**config.mk**
```make
export PLATFORM = sky130hd
export DESIGN_NAME = multdiv_iter
export DESIGN_NICKNAME = d
export VERILOG_FILES = /design/src/rtl/multdiv_pkg.sv /design/src/rtl/negate_w.sv /design/src/rtl/multdiv_iter.sv
export SDC_FILE = /design/constraint.sdc
export NUM_CORES = 1
export LEC_CHECK = 0
export CORE_MARGIN = 3
export CORE_UTILIZATION = 40
export CTS_BUF_LIST = sky130_fd_sc_hd__clkbuf_8
export CTS_CLUSTER_DIAMETER = 200
export CTS_CLUSTER_SIZE = 25
export DETAILED_ROUTE_END_ITERATION = 8
export SYNTH_ARGS = -nofsm -noshare
export SYNTH_HDL_FRONTEND = slang
export SYNTH_SLANG_ARGS = --single-unit
```
**constraint.sdc**
```tcl
create_clock -name clock -period 20.7 [get_ports clock]
set_clock_uncertainty 0.15 [all_clocks]
set_input_delay 4.14 -clock clock [delete_from_list [all_inputs] [get_ports clock]]
set_output_delay 4.14 -clock clock [all_outputs]
set_load 0.02 [all_outputs]
```
**src/rtl/multdiv_pkg.sv**
```systemverilog
// Shared encodings for the iterative multiply/divide unit: FSM states, opcodes, 32-bit constants.
// Constants only; no logic, no latency, no flow control.
package multdiv_pkg;

  localparam logic [1:0] ST_IDLE = 2'd0;
  localparam logic [1:0] ST_RUN  = 2'd1;
  localparam logic [1:0] ST_FIX  = 2'd2;
  localparam logic [1:0] ST_DONE = 2'd3;

  localparam logic OP_MULT = 1'b0;
  localparam logic OP_DIV  = 1'b1;

  localparam int          DATA_W  = 32;
  localparam logic [31:0] INT_MIN = 32'h8000_0000;
  localparam int          ITER    = DATA_W;

endpackage

```
**src/rtl/negate_w.sv**
```systemverilog
// Two's-complement negate built as a bitwise inverter followed by an incrementer.
// Combinational, zero latency; no backpressure.
module negate_w #(
  parameter int WIDTH = 32
) (
  input  logic [WIDTH-1:0] in,
  output logic [WIDTH-1:0] out
);

  logic [WIDTH-1:0] inv;

  assign inv = ~in;
  assign out = inv + {{(WIDTH-1){1'b0}}, 1'b1};

endmodule

```
**src/rtl/multdiv_iter.sv**
```systemverilog
// Iterative signed multiply (shift-add) / divide (restoring), one bit per clock; RDY WIDTH+1 edges after start.
// No backpressure: a new start at any time aborts the op in flight and restarts with the new operands.
module multdiv_iter
  import multdiv_pkg::*;
#(
  parameter int WIDTH = 32,
  parameter int CNT_W = 6
) (
  input  logic             clock,
  input  logic             reset,
  input  logic [WIDTH-1:0] data_operandA,
  input  logic [WIDTH-1:0] data_operandB,
  input  logic             ctrl_MULT,
  input  logic             ctrl_DIV,
  output logic [WIDTH-1:0] data_result,
  output logic             data_exception,
  output logic             data_resultRDY
);

  logic [1:0]         state;
  logic [CNT_W-1:0]   count;
  logic               op;
  logic               neg_res;
  logic               div_zero;

  logic [2*WIDTH-1:0] prod;
  logic [2*WIDTH-1:0] mcand;
  logic [WIDTH-1:0]   mplier;
  logic [WIDTH-1:0]   divisor;
  logic [WIDTH-1:0]   rem;
  logic [WIDTH-1:0]   quo;

  logic               start;
  logic [WIDTH-1:0]   neg_a, neg_b, abs_a, abs_b;
  logic [WIDTH:0]     rem_sh, diff;
  logic               trial_ok;
  logic [2*WIDTH-1:0] fix_in, fix_neg, signed_val;
  logic [WIDTH-1:0]   res_nxt;
  logic               exc_nxt;
  logic [WIDTH:0]     prod_top;

  assign start = ctrl_MULT | ctrl_DIV;

  negate_w #(.WIDTH(WIDTH)) u_neg_a (.in(data_operandA), .out(neg_a));
  negate_w #(.WIDTH(WIDTH)) u_neg_b (.in(data_operandB), .out(neg_b));

  // Magnitudes are held unsigned, so |-2^(WIDTH-1)| = 2^(WIDTH-1) is exact.
  assign abs_a = data_operandA[WIDTH-1] ? neg_a : data_operandA;
  assign abs_b = data_operandB[WIDTH-1] ? neg_b : data_operandB;

  // rem < divisor keeps rem_sh < 2*divisor, so the trial difference fits WIDTH+1 signed bits.
  assign rem_sh   = {rem, quo[WIDTH-1]};
  assign diff     = rem_sh - {1'b0, divisor};
  assign trial_ok = ~diff[WIDTH];

  assign fix_in = (op == OP_MULT) ? prod : {{WIDTH{1'b0}}, quo};

  negate_w #(.WIDTH(2*WIDTH)) u_neg_fix (.in(fix_in), .out(fix_neg));

  assign signed_val = neg_res ? fix_neg : fix_in;
  assign prod_top   = signed_val[2*WIDTH-1:WIDTH-1];

  always_comb begin
    res_nxt = signed_val[WIDTH-1:0];
    exc_nxt = 1'b0;
    if (op == OP_MULT) begin
      exc_nxt = ~((&prod_top) | ~(|prod_top));
    end else if (div_zero) begin
      res_nxt = '0;
      exc_nxt = 1'b1;
    end else begin
      // Only INT_MIN / -1 yields a positive quotient with the top bit set.
      exc_nxt = ~neg_res & quo[WIDTH-1];
    end
  end

  always_ff @(posedge clock or posedge reset) begin
    if (reset) begin
      state          <= ST_IDLE;
      count          <= '0;
      op             <= OP_MULT;
      neg_res        <= 1'b0;
      div_zero       <= 1'b0;
      prod           <= '0;
      mcand          <= '0;
      mplier         <= '0;
      divisor        <= '0;
      rem            <= '0;
      quo            <= '0;
      data_result    <= '0;
      data_exception <= 1'b0;
    end else if (start) begin
      state    <= ST_RUN;
      count    <= '0;
      op       <= ctrl_MULT ? OP_MULT : OP_DIV;
      neg_res  <= data_operandA[WIDTH-1] ^ data_operandB[WIDTH-1];
      div_zero <= (data_operandB == '0);
      prod     <= '0;
      mcand    <= {{WIDTH{1'b0}}, abs_a};
      mplier   <= abs_b;
      divisor  <= abs_b;
      rem      <= '0;
      quo      <= abs_a;
    end else begin
      case (state)
        ST_RUN: begin
          if (op == OP_MULT) begin
            if (mplier[0]) prod <= prod + mcand;
            mcand  <= mcand << 1;
            mplier <= mplier >> 1;
          end else begin
            rem <= trial_ok ? diff[WIDTH-1:0] : rem_sh[WIDTH-1:0];
            quo <= {quo[WIDTH-2:0], trial_ok};
          end
          count <= count + CNT_W'(1);
          if (count == CNT_W'(WIDTH-1)) state <= ST_FIX;
        end
        ST_FIX: begin
          data_result    <= res_nxt;
          data_exception <= exc_nxt;
          state          <= ST_DONE;
        end
        ST_DONE: state <= ST_IDLE;
        default: state <= ST_IDLE;
      endcase
    end
  end

  assign data_resultRDY = (state == ST_DONE);

endmodule
```
==> impl_metrics.json, run 1 <==
{
  "status": "finished, final reports clean",
  "tritoncts": "built",
  "post_cts_resized": 0,
  "cts_sinks": 300,
  "syn-num-nets": 2902,
  "drv_slew": 0,
  "crit_path_end_kind": "register",
  "max-cap-violations": 0,
  "crit_fanout": 4,
  "vias": 20074,
  "ios": 102,
  "required_ns": 21.02,
  "worst_pin_slew_ns": 1.30,
  "core_um2": 53100,
  "grtUsageTotal_pct": 21.6,
  "route.detailed.drc": 0,
  "ant_nets": 0,
  "max_stage_delay_ns": 0.61,
  "clockBufferDepth": 3,
  "fin_ws_ns": 13.29,
  "p_leak_uw": 0.0103,
  "fin_crit_sh_pct": 35.8,
  "synthFlopType": "dfrtp_1",
  "clock.fmax_ghz": 0.135,
  "synth-seq-cells": 300,
  "cpMaxStageDelayCell": "or4_1",
  "start_kind": "primary input",
  "drt_iter0_drc": 1615,
  "path_common_cell": "or4_1",
  "synth_area_um2": 21700,
  "io_buffer_count": 101,
  "path_cells": "clkdlybuf4s50_1, nor4_1, nand2_1, or4_1, or4_1, or4_1, nand2b_1, o31ai_1, xor2_1, a21oi_1",
  "grt_max_degree": 96,
  "rsz0062_at_grt": "no",
  "powerDensity_nw_per_um2": 55.6,
  "finalSetupViolations": 0,
  "cts_setup_buffers": 0,
  "fp.dieW_um": 239,
  "crit_type": "in -> reg",
  "synth.distinct_cells": 74,
  "synthToLayoutAreaGrowth_pct": 7.88,
  "fp.dieArea_um2": 57000,
  "r2r_slack_ns": 15.20,
  "final-hold-violation-count": 0,
  "cts_made_buffers": 15,
  "fillers": 5311,
  "grt_pass1_vias": 18960,
  "place_congestion": 0.899,
  "vias_per_cell": 5.91,
  "rows": 84,
  "tns_ns": 0,
  "grt_antenna_before_repair": 1,
  "overflow": 0,
  "grt_pass1_wl_mm": 102,
  "synth-edff-count": 0,
  "yosysSeqAreaShare_pct": 34.7,
  "ir_drop_uv": 43.0,
  "fp.dieH_um": 239,
  "wl_per_cell_um": 18.7,
  "htree_levels": 1,
  "yosys_warnings": 0,
  "final_cells": 3397,
  "dp_hpwl_mm": 45.5,
  "reg2reg_depth": 10,
  "finalPower_uw": 1300,
  "clk_root_buffer_cell": "clkbuf_8",
  "placed_cells": 3379,
  "arrival_ns": 7.73,
  "whs_ns": 0.369,
  "routed_wl_mm": 63.4,
  "firstDrtPassIters": 7,
  "holdBufCountCts": 0,
  "dpl_worst_slack_ns": 12.64,
  "nets": 2880,
  "syn_avg_cell_area_um2": 7.93,
  "period_minus_slack_ns": 7.41,
  "relSlewSlack_pct": 13.2,
  "clk_pin_slew_worst_paths_ns": 0.15,
  "drive_gt1_share_pct": 2.62,
  "hp-class": "reg -> reg",
  "initial_core_util_pct": 40.8,
  "whs_path_depth": 1,
  "insertion_delay_ns": 0.61,
  "ys_async_sr_fraction_pct": 100,
  "synth_cells": 2730
}
## cells by family (layout without fill, tap and decap cells)
family / Yosys count / count (layout) / share of synthesized area (%)
AOI/OAI and AO/OA: 834 / 834 / 23.8
muxes: 45 / 45 / 2.09
adders and majority gates: 104 / 104 / 6.08
DFF: 300 / 300 / 34.7
other: 0 / 1 / 0
xor gates and xnor gates: 175 / 175 / 7.08
buffers and inverters: 230 / 208 / 4.04
and+or+nand+nor: 1042 / 1042 / 22.3
## where the power goes
group	internal (uW)	leakage, uW	total, uW	switching [uW]
Sequential	624	0.00385	668	44.0
Clock	67.6	0.000113	257	189
Combinational	140	0.00631	373	234
## synthesized netlist by cell type (43+ instances only)
library cell | count | area share (%)
a21o_1 | 64 | 2.2
a21oi_1 | 325 | 7.5
a31oi_1 | 88 | 2.5
and3_1 | 50 | 1.4
clkbuf_1 | 135 | 2.3
dfrtp_1 | 300 | 35
ha_1 | 102 | 5.9
inv_1 | 69 | 1.2
mux2i_1 | 43 | 2.0
nand2_1 | 480 | 8.3
nor2_1 | 198 | 3.4
nor3_1 | 67 | 1.5
o21ai_0 | 141 | 3.3
xnor2_1 | 85 | 3.4
xor2_1 | 90 | 3.6
## cells in the final DEF (no fill, tap or decap), types with 26 or more instances in the layout
cell,n
a21o_1,64
a21oi_1,324
a22o_1,32
a31oi_1,88
and3_1,50
clkdlybuf4s50_1,101
dfrtp_1,298
ha_1,102
inv_1,69
mux2i_1,43
nand2_1,478
nand3_1,38
nand4_1,32
nor2_1,197
nor3_1,67
o21ai_0,141
o31ai_1,33
or3_1,32
or4_1,26
xnor2_1,85
xor2_1,90
## area by class of cell
type / instances / area (um2) / area share [%]
multi-input cells: 2200 / 13300 / 57.1
flip-flops and latches: 300 / 7510 / 32.1
repair buffers: 122 / 1170 / 5.00
well taps: 688 / 861 / 3.68
inverters: 69 / 267 / 1.14
clock buffers: 15 / 206 / 0.883
clock inverters: 2 / 11.3 / 0.0482
diodes: 1 / 2.50 / 0.0107
## stage by stage
stage                     area, um2  utilization [%]
after detailed placement      23100             43.6
after global placement        23100             43.6
after global routing          23400             44.0
after floorplan               21700                -
after CTS                     23400             44.0
final                         23400             44.0
## sequential cells by signal, indices dropped and copies added, names as in the netlist, 2 cells and up
signal / count
count: 6
data_result: 32
divisor: 32
mcand: 64
mplier: 32
prod: 64
quo: 32
rem: 32
state: 2
## final timing paths
| check | startpoint | end |
|---|---|---|
| hold / removal | data_result[25]$_DFFE_PP0P_ | data_result[25]$_DFFE_PP0P_ |
| min in group asynchronous | reset | mcand[3]$_DFFE_PP0P_ |
| setup / recovery | data_operandB[2] | divisor[30]$_DFFE_PP0N_ |
| max in group asynchronous | reset | data_result[21]$_DFFE_PP0P_ |
| hold reg to reg | data_result[25]$_DFFE_PP0P_ | data_result[25]$_DFFE_PP0P_ |
| setup reg to reg | op$_DFFE_PP0N_ | data_exception$_DFFE_PP0P_ |
## per-layer routing
| metal | routed length (um) | vias to the layer above | GRT usage, % |
|---|---|---|---|
| met5 | 0 | - | 0 |
| met4 | 1400 | 0 | 5.39 |
| met3 | 3300 | 86 | 2.10 |
| met2 | 28700 | 534 | 35.1 |
| met1 | 30000 | 9696 | 31.2 |
| li1 | - | 9758 | - |
## critical path: cells and delay by family
kind / cells / cell delay, ns
compound gates: 2 / 0.36
xor+xnor: 1 / 0.21
simple gates: 6 / 2.50
buf+inv: 1 / 0.52
Power figures use the tool's default switching activity.
==> run 2: changes to the inputs <==
==> constraint.sdc (replaced) <==
create_clock -name clock -period 6.55 [get_ports clock]
set_clock_uncertainty 0.15 [all_clocks]
set_input_delay 1.31 -clock clock [delete_from_list [all_inputs] [get_ports clock]]
set_output_delay 1.31 -clock clock [all_outputs]
set_load 0.02 [all_outputs]
==> run 2 against run 1 <==
  * Register-to-register slack got worse by 14 ns
  * Core utilization rose by 0.099 points
  * Via count rose by 0.94%
  * Clock-buffer cell count did not move
  * Setup slack got worse by 12 ns
  * Sequential power rose to 3.2 times the previous value
  * Global-route usage rose by 0.22 points
  * Die area did not move
  * Non-clock buffer count rose by 4
==> impl_metrics.json, run 2 (synthesis gave the netlist of run 1 again) <==
{
  "status": "finished, final reports clean",
  "start_kind": "register",
  "arrival_ns": 5.40,
  "dp_hpwl_mm": 46.2,
  "multiInputGateArea_um2": 13300,
  "grtUsageTotal_pct": 21.9,
  "top_layer": "met4",
  "wl_met3_mm": 4.17,
  "crit_type": "reg -> reg",
  "rsz0062_at_grt": "no",
  "grt_antenna_before_repair": 1,
  "wl_per_cell_um": 18.9,
  "final_cells": 3401,
  "grt_pass1_vias": 18959,
  "tritoncts": "built",
  "fin_util_pct": 44.1,
  "ant_nets": 0,
  "firstDrtPassIters": 5,
  "drv_slew": 0,
  "vias": 20262,
  "layout.area.seq_um2": 7510,
  "required_ns": 6.91,
  "clk_pin_slew_worst_paths_ns": 0.18,
  "nets": 2884,
  "powerDensity_nw_per_um2": 176,
  "met1_length_mm": 30.3,
  "met2_length_mm": 28.5,
  "ios": 102,
  "tns_ns": 0,
  "critPathBufInv": 2,
  "period_minus_slack_ns": 5.04,
  "critical-path-top-delay-family": "simple AND/OR/NAND/NOR gates",
  "post_cts_resized": 0,
  "r2r_slack_ns": 1.51,
  "clockBufferDepth": 3,
  "dpl_worst_slack_ns": 1.35,
  "grt_max_degree": 154,
  "holdBufCountCts": 0,
  "fin_ws_ns": 1.51,
  "htree_levels": 1,
  "cts_setup_buffers": 0,
  "p_leak_uw": 0.0103,
  "crit_path_end_kind": "register",
  "fp.dieH_um": 239,
  "initial_core_util_pct": 40.8,
  "fp.dieW_um": 239,
  "worst_pin_slew_ns": 1.45,
  "ir_drop_uv": 145,
  "vias_per_cell": 5.96,
  "fp.dieArea_um2": 57000,
  "final-hold-violation-count": 0,
  "cpMaxStageDelayCell": "dfrtp_4",
  "max-cap-violations": 0,
  "core_um2": 53100,
  "hp-class": "reg -> reg",
  "clock.fmax_ghz": 0.198,
  "cts_sinks": 300,
  "path_cells": "buf_4, buf_4, or3b_2, a222oi_1, nand4_1, nor3_2, a221o_1, a21oi_1, or4_1, nor4_1, nand3_1, nor3_2, a211oi_1",
  "finalPower_uw": 4120,
  "io_buffer_count": 101,
  "layout_commonest_cell": "nand2_1",
  "clk_root_buffer_cell": "clkbuf_8",
  "route.detailed.drc": 0,
  "finalSetupViolations": 0,
  "overflow": 0,
  "fillers": 5291,
  "insertion_delay_ns": 0.61,
  "routed_wl_mm": 64.3,
  "max_stage_delay_ns": 0.82,
  "top_regs": "mcand (64), prod (64)",
  "place_congestion": 0.893,
  "final_cell_mix": "nand2_1 (478), a21oi_1 (324), dfrtp_1 (298), nor2_1 (197), o21ai_0 (141)",
  "grt_pass1_wl_mm": 103,
  "drive_gt1_share_pct": 2.76,
  "synthToLayoutAreaGrowth_pct": 8.12,
  "crit_fanout": 48,
  "placed_cells": 3383,
  "relSlewSlack_pct": 3.34,
  "drt_iter0_drc": 1718,
  "cts_made_buffers": 15,
  "fin_crit_sh_pct": 76.9,
  "rows": 84,
  "diodes": 0
}
-- run 2: per-stage QoR --
step,area (um2),hold WS [ns]
5_1_grt,23400,0.399
3_5_place_dp,23200,0.319
6_report,23400,0.350
4_1_cts,23400,0.355
3_3_place_gp,23200,0.315
2_1_floorplan,21700,0.295
-- run 2: cell type report --
type / instances / share of cell area (%)
Tap cell: 688 / 3.68
Timing Repair Buffer: 126 / 5.22
Clock inverter: 3 / 0.0641
Sequential cell: 300 / 32.1
Inverter: 69 / 1.12
Multi-Input combinational cell: 2200 / 57.0
Clock buffer: 15 / 0.882
-- run 2: tightest hold or removal path, cell delays in order (launching register included) --
cell and delay [ns]:
dfrtp_1 0.38, nand2_1 0.06, nand2_1 0.05
-- run 2: layer usage --
metal	GRT usage (%)	vias to the layer above
met5	0	-
met4	4.73	0
met3	3.50	84
met2	34.5	640
met1	31.7	9769
li1	-	9769
-- run 2: final timing paths --
check / startpoint / endpoint / cells after the start
setup / recovery: op$_DFFE_PP0N_ / data_exception$_DFFE_PP0P_ / 13
hold / removal: divisor[0]$_DFFE_PP0N_ / divisor[0]$_DFFE_PP0N_ / 2
setup reg to reg: op$_DFFE_PP0N_ / data_exception$_DFFE_PP0P_ / 13
hold reg to reg: divisor[0]$_DFFE_PP0N_ / divisor[0]$_DFFE_PP0N_ / 2
max in group asynchronous: reset / neg_res$_DFFE_PP0N_ / 3
min in group asynchronous: reset / quo[24]$_DFFE_PP0P_ / 2
-- run 2: report_power, final --
part	leakage [uW]	internal [uW]	total (uW)	switching (uW)
clock network	0.000119	214	820	606
logic	0.00634	446	1190	741
registers	0.00385	1970	2110	138
total	0.0103	2630	4120	1480
